**src/rtl/issue_rr_arbiter.sv**
```systemverilog
// issue_rr_arbiter: round-robin picker feeding two registered issue ports from a reservation station
module issue_rr_arbiter #(
    parameter int REQ_NUM = 8,
    parameter int SEL_W   = 3
) (
    input  logic               i_clk,
    input  logic               i_rst_n,
    input  logic               i_flush,
    input  logic [REQ_NUM-1:0] i_req,
    input  logic [1:0]         i_port_ready,
    output logic [REQ_NUM-1:0] o_grant,
    output logic [1:0]         o_issue_vld,
    output logic [SEL_W-1:0]   o_issue_sel0,
    output logic [SEL_W-1:0]   o_issue_sel1,
    output logic [SEL_W-1:0]   o_ptr
);
    logic [SEL_W-1:0] ptr_q, ptr_d, sel0_q, sel0_d, sel1_q, sel1_d;
    logic [1:0]       vld_q, vld_d;
    logic [1:0]       open_port, asg;
    logic             a_vld, b_vld;
    logic [SEL_W-1:0] a_idx, b_idx, idx, p1_idx, last_idx;

    // find the first two requesters in circular order starting at the pointer
    always_comb begin
        a_vld = 1'b0;
        b_vld = 1'b0;
        a_idx = '0;
        b_idx = '0;
        idx   = '0;
        for (int i = 0; i < REQ_NUM; i++) begin
            idx = (int'(ptr_q) + i >= REQ_NUM) ? SEL_W'(int'(ptr_q) + i - REQ_NUM) : SEL_W'(int'(ptr_q) + i);
            if (i_req[idx] && a_vld && !b_vld) begin
                b_vld = 1'b1;
                b_idx = idx;
            end
            if (i_req[idx] && !a_vld) begin
                a_vld = 1'b1;
                a_idx = idx;
            end
        end
    end

    // hand A to the lowest open port, B to port 1 only when both ports are open
    always_comb begin
        open_port = {2{i_rst_n && !i_flush}} & (~vld_q | i_port_ready);
        asg[0]    = open_port[0] && a_vld;
        asg[1]    = open_port[0] ? (open_port[1] && b_vld) : (open_port[1] && a_vld);
        p1_idx    = open_port[0] ? b_idx : a_idx;
        last_idx  = asg[1] ? p1_idx : a_idx;
        o_grant   = '0;
        if (asg[0]) o_grant[a_idx] = 1'b1;
        if (asg[1]) o_grant[p1_idx] = 1'b1;
    end

    // next-state: load on assignment, drain on accept, hold on stall, drop on flush
    always_comb begin
        ptr_d  = (|asg) ? ((last_idx == SEL_W'(REQ_NUM - 1)) ? '0 : last_idx + 1'b1) : ptr_q;
        vld_d  = i_flush ? 2'b00 : (asg | (vld_q & ~i_port_ready));
        sel0_d = asg[0] ? a_idx : sel0_q;
        sel1_d = asg[1] ? p1_idx : sel1_q;
    end

    // issue registers and priority pointer
    always_ff @(posedge i_clk or negedge i_rst_n) begin
        if (!i_rst_n) begin
            ptr_q  <= '0;
            vld_q  <= 2'b00;
            sel0_q <= '0;
            sel1_q <= '0;
        end else begin
            ptr_q  <= ptr_d;
            vld_q  <= vld_d;
            sel0_q <= sel0_d;
            sel1_q <= sel1_d;
        end
    end

    assign o_issue_vld  = vld_q;
    assign o_issue_sel0 = sel0_q;
    assign o_issue_sel1 = sel1_q;
    assign o_ptr        = ptr_q;
endmodule

```
**config.mk**
```make
export PLATFORM = sky130hd
export DESIGN_NAME = issue_rr_arbiter
export DESIGN_NICKNAME = d
export VERILOG_FILES = /design/src/rtl/issue_rr_arbiter.sv
export SDC_FILE = /design/constraint.sdc
export NUM_CORES = 1
export LEC_CHECK = 0
export ABC_AREA = 1
export CAP_MARGIN = 20
export CORE_UTILIZATION = 35
export CTS_BUF_LIST = sky130_fd_sc_hd__clkbuf_8
export CTS_CLUSTER_DIAMETER = 60
export DETAILED_ROUTE_END_ITERATION = 10
export PLACE_DENSITY = 0.57
export SYNTH_ARGS = -nofsm -noshare
export SYNTH_HDL_FRONTEND = slang
export SYNTH_SLANG_ARGS = --single-unit
```
**constraint.sdc**
```tcl
create_clock -name i_clk -period 3.95 [get_ports i_clk]
set_clock_uncertainty 0.2 [all_clocks]
set_input_delay 0.5925 -clock i_clk [delete_from_list [all_inputs] [get_ports i_clk]]
set_output_delay 0.5925 -clock i_clk [all_outputs]
set_load 0.01 [all_outputs]
```
After elaboration in Yosys (flattened, before gate mapping):

Index checks and enable logic that the tools add are counted.

* bits in writable memories: 0
* memories: 0
* latch bits: 0
* output and inout bits: 19
* register bits: 11
* memory bits (read-only): 0
* bits of input ports: 13

* equal/unequal tests: 1
* div/mod/pow operators: 0
* reductions and logical operators: 41
* $mul: 0
* add/subtract/negate cells: 16
* order comparisons: 20
* muxes and demuxes: 65
* bitwise logic cells: 7
* shift operators: 0

Operators with widths (number)
* 2-to-1 mux 3 bit: 26
* less-than comparator 3 x 4 -> 1 bit (second input constant): 10
* >= comparator 4 bit (second input constant): 7
* logical AND 1 bit: 26
* 2-to-1 mux 1 bit: 26
* binary-select mux 1 bit (select 3 bit): 8
* subtractor 3 x 1 -> 3 bit (second input constant): 8
* adder 3 x 3 -> 4 bit (second input constant): 4
* 2-to-1 mux 8 bit: 2
* zero test 1 bit: 14
* adder 3 x 2 -> 4 bit (second input constant): 2
* bitwise OR 8 bit: 1
* demux 1 bit (select 3 bit): 2
* >= comparator 3 x 1 -> 1 bit (second input constant): 2
* adder 3 x 1 -> 4 bit (second input constant): 1
* AND 2 bit: 2
* >= comparator 3 x 4 -> 1 bit (second input constant): 1
* inverter 2 bit: 2
* bitwise OR 2 bit: 2
* adder 3 x 1 -> 3 bit (second input constant): 1
* equality test 3 bit (second input constant): 1
* 2-to-1 mux 2 bit: 1
* OR reduction 2 bit: 1

Depth between registers and ports, before layout:

* word-level depth: 33
* depth in mapped cells: 27

Worst setup path before layout:

OpenSTA, ideal clock, no wires.

* path type: register to output
* from: register ptr_q[1], in the netlist o_ptr[1]
* to: output o_grant[1]
* arrival: 2.729 ns
* setup slack: 0.428 ns
* cell stages (with the launch flop): 20
* data required time: 3.157 ns
* path through: dfrtp_1 > buf_6 > inv_2 > ha_1 > buf_2 > inv_2 > nand3_1 > nand3_1 > nand2_1 > nor2_2 > nand4_2 > nand2_1 > nand3_4 > nor2_8 > nand2_2 > nand4_1 > nand3_2 > nand2_1 > nand2_2 > o21ai_1

* longest elaborated chain between the ends: 33
* elaborated cells on any way between the ends: 128
* classes of those cells: add/sub (15); order compare (12); mux (62); bitwise (1); reduce/logical (38)

Ends and longest elaborated chain
* start, declared: RTL line 17 `logic [SEL_W-1:0] ptr_q, ptr_d, sel0_q, sel0_d, sel1_q, sel1_d;`
* start signal, assigned: RTL line 71 `ptr_q <= ptr_d;`
* branches (longest 32 deep; another with adder 3 x 1 -> 4 bit)
* 2-to-1 mux 8 bit *: RTL line 52 `if (asg[1]) o_grant[p1_idx] = 1'b1;`
* end, declared: RTL line 11 `output logic [REQ_NUM-1:0] o_grant,`

Every way passes the cells marked *. The select of a mux whose other input is x is not followed.

Final worst setup path:

* from: input i_req[2]
* to: output o_grant[3]

* longest elaborated chain between the ends: 31
* elaborated cells on any way between the ends: 97
* classes of those cells: order compare (4); mux (54); bitwise (1); reduce/logical (38)

Ends and longest elaborated chain
* start, declared: RTL line 9 `input logic [REQ_NUM-1:0] i_req,`
* binary-select mux 1 bit (select 3 bit): RTL line 36 `if (i_req[idx] && !a_vld) begin`
* 2-to-1 mux 1 bit (not written as such): RTL line 36
* 2-to-1 mux 1 bit: RTL line 36
* zero test 1 bit: RTL line 36
* logical AND 1 bit: RTL line 36
* 2-to-1 mux 1 bit: RTL line 36
* zero test 1 bit or logical AND 1 bit (tied branches): RTL line 36, 32
* logical AND 1 bit, on equally long branches: RTL line 36, 32
* (+15 left out)
* 2-to-1 mux 3 bit, on equally long branches: RTL line 36, 32
* less-than comparator 3 x 4 -> 1 bit (not written as such), or another cell as far along: RTL line 51 `if (asg[0]) o_grant[a_idx] = 1'b1;`
* logical AND 1 bit (not written as such), or another cell as far along: RTL line 51
* 2-to-1 mux 1 bit (not written as such) or logical AND 1 bit (tied branches): RTL line 51, 52
* demux 1 bit (select 3 bit) or 2-to-1 mux 1 bit (tied branches): RTL line 51, 52
* 2-to-1 mux 8 bit or demux 1 bit (select 3 bit) (tied branches): RTL line 51, 52
* bitwise OR 8 bit (no line)
* 2-to-1 mux 8 bit *: RTL line 52

Mark *: on every way between the ends. The rest lies on a longest branch, timed or not. The select of a mux whose other input is x is not followed.

==> summary.txt <==
Run status
  • Outcome: complete, no violations

STA
  • Slew @ Worst Pin: 0.423 ns
  • Fin worst setup slack: 0.109 ns
  • Hold_ws: roughly 0.28 ns
  • Slew headroom: 71.5%
  • Final period utilization: 97.2%
  • Fmax: between 200 and 300 MHz
  • Final setup viols: 0
  • Final period demand of the worst path: roughly 3.8 ns
  • Max Slew Vio Count: 0
  • Final Hold Vio Count: 0

Detailed routing
  • Drt pass-1 iters: 4
  • Wire length per cell: between 10 and 15 um
  • Final ANT Viol Nets: 0
  • Via count: between 2000 and 2500
  • Final wirelength: 5.73 mm
  • Vias per cell: 4.94
  • Drt first-iter violations: 150
  • DR DRC count: 0

Synthesis
  • Post-Synth Adder-Cell Area: roughly 2.1%
  • Top post-synthesis cells by count: nand2_1, nand3_1, nor2_1
  • Synth Cell Area: 1810 sq um
  • Post-synth top area cell: nand2_1
  • Ys Warns: 0
  • Post-synthesis register bit count: 11
  • Largest family of logic cells by synthesized area: simple AND/OR/NAND/NOR gates
  • Post-synthesis simple-gate area fraction: approximately 57%
  • Most common cell in the netlist: nand2_1
  • EDFF count, synth: 0
  • Post-synthesis mux area share: 0%
  • Cells after Synth: 307
  • Post-synthesis xor/xnor area fraction: around 5.5%
  • Distinct cells, synth: 32
  • Asr flop ratio synth: 100%
  • Mean Syn Cell Area: 5.91 sq um
  • Ys flop type: dfrtp_1
  • Synth top area cells: nand2_1, dfrtp_1, nand3_1, nor2_1, inv_1
  • Syn nets: 323
  • Post-synthesis compound-gate area fraction: under 10%
  • Post-synth top area share: 21.3%
  • Post-synthesis sequential area ratio: around 15%

Floorplanning
  • Die Y: 74.0 um
  • Initial Utilization: 37.4%
  • Row count: 25
  • Core area: 4850 sq um
  • Die ar.: 5470 sq um
  • Ports: 32
  • Die span in x: roughly 74 um

Finish
  • Fillers: 466
  • Ant diodes: 0
  • Final Util: 59.1%
  • Area growth syn-to-layout: 58.2%
  • Multi-input gate area: 1580 sq um
  • Fraction of layout cells with a size suffix above 1: a little over two fifths
  • Nets: ~420
  • FF+latch area: 275 sq um

Critical path
  • Crit. End Element: output pin
  • Required @ worst endpoint: 3.16 ns
  • R2R setup slack: 0.42 ns
  • Reg2reg start: o_ptr[0]
  • Worst Path Arrival: 3.05 ns
  • Startpoint Class: primary input
  • CP Max Fanout: 4
  • Critical path class: primary input to output pin
  • Crit path launch: i_req[2]

Global route
  • Vias in the first global route: 1972
  • Antenna violations before repair: 0
  • All-Layer GR Usage: approximately a fifth
  • Global-route wire length before repair: a little under 9 mm
  • Largest net degree at the start of global routing: 12
  • GRT overflow: 0

Placed design
  • Port buffer count: 31
  • Pre-CTS setup slack: -0.266 ns
  • HPWL after DPL: 4.47 mm
  • RD Place Congestion: 0.887

Clocking
  • CTS tree: yes
  • Total CTS buffers: 3
  • # clock sinks: 11
  • # H-tree levels: 1
  • Root Driver: clkbuf_8
  • Clock slew at reported path FFs: approximately 0.050 ns
  • Clk buf depth: 2
  • Clock Latency Late Sink: 0.23 ns
  • Hold buffers post-CTS: 0

Min path
  • Hold Crit Start: o_issue_sel1[0]
  • Hold Path Class: flop to flop

Job
  • Maxcap violations: 0
## worst paths after layout
path,cells after the start,endpoint
max in group asynchronous,2,o_issue_sel0[0]
max,19,o_grant[3]
max reg2reg,22,o_ptr[2]
min,2,o_issue_sel1[0]
min reg2reg,2,o_issue_sel1[0]
min in group asynchronous,2,o_issue_vld[1]
## cell type report
class                   count  share of cell area (%)
clock buffers               3                    1.44
clock inverters             1                   0.175
inverters                  38                    5.06
multi-input cells         253                    55.0
flip-flops and latches     11                    9.60
well taps                  67                    2.92
repair buffers             92                    25.8
## cell families after synthesis
logic type                 after synthesis
and+or+nand+nor                        216
buffers and inverters                   43
AOI/OAI and AO/OA                       30
DFF                                     11
xor gates and xnor gates                 4
adders and majority gates                3
## stage by stage
step	instances	setup TNS [ns]	area, sq um
floorplan	307	0	1810
detailed placement	456	-1.76	2590
CTS	462	0	2670
global route	465	-0.176	2870
global placement	456	-1.69	2590
finish	465	0	2870
## routing by layer
metal | up-vias | global-route usage (%) | share of wire, %
met5 | - | 0 | 0
met4 | 0 | 3.21 | 0.84
met3 | 6 | 1.49 | 5.6
met2 | 68 | 31.6 | 45
met1 | 1047 | 31.9 | 48
li1 | 1178 | - | -
## worst max-delay path, stage by stage
cell and delay, ns:
clkdlybuf4s50_1 0.45, nand2_2 0.10, nand3_1 0.10, nand2_2 0.09, nor2_1 0.06, nor2_2 0.25
inv_2 0.11, nand2_4 0.11, inv_2 0.05, nor2_4 0.10, nand3_4 0.13, nor2_8 0.13
nand3_1 0.11, nand3_2 0.13, nand2_1 0.07, nand2_2 0.10, nand2_1 0.08, o21ai_1 0.13
clkbuf_2 0.15
## cell usage in the layout (no fill, tap or decap), types with 7 or more instances in the layout
cell             count
inv_1               22
clkbuf_2             7
dfrtp_1             11
nand2_2             29
nor2_4               7
nand3_2             19
nand2_1             83
buf_4               60
o21ai_1              7
inv_2               14
nand3_1             32
nor2_1              24
clkdlybuf4s50_1     23
o21ai_0              8
## repair_timing
action	4_1_cts	5_1_grt
pin swaps	2	15
setup endpoints to repair	8	8
gates resized for setup	15	67
setup buffers	2	3
## state kept, by name, summed over array words and instances (netlist names)
signal,flops
o_ptr,3
o_issue_sel0,3
o_issue_sel1,3
o_issue_vld,2
Power is left out: the tool's default activity adds up to more than one toggle a clock period on the data nets, which glitch-free logic cannot reach.
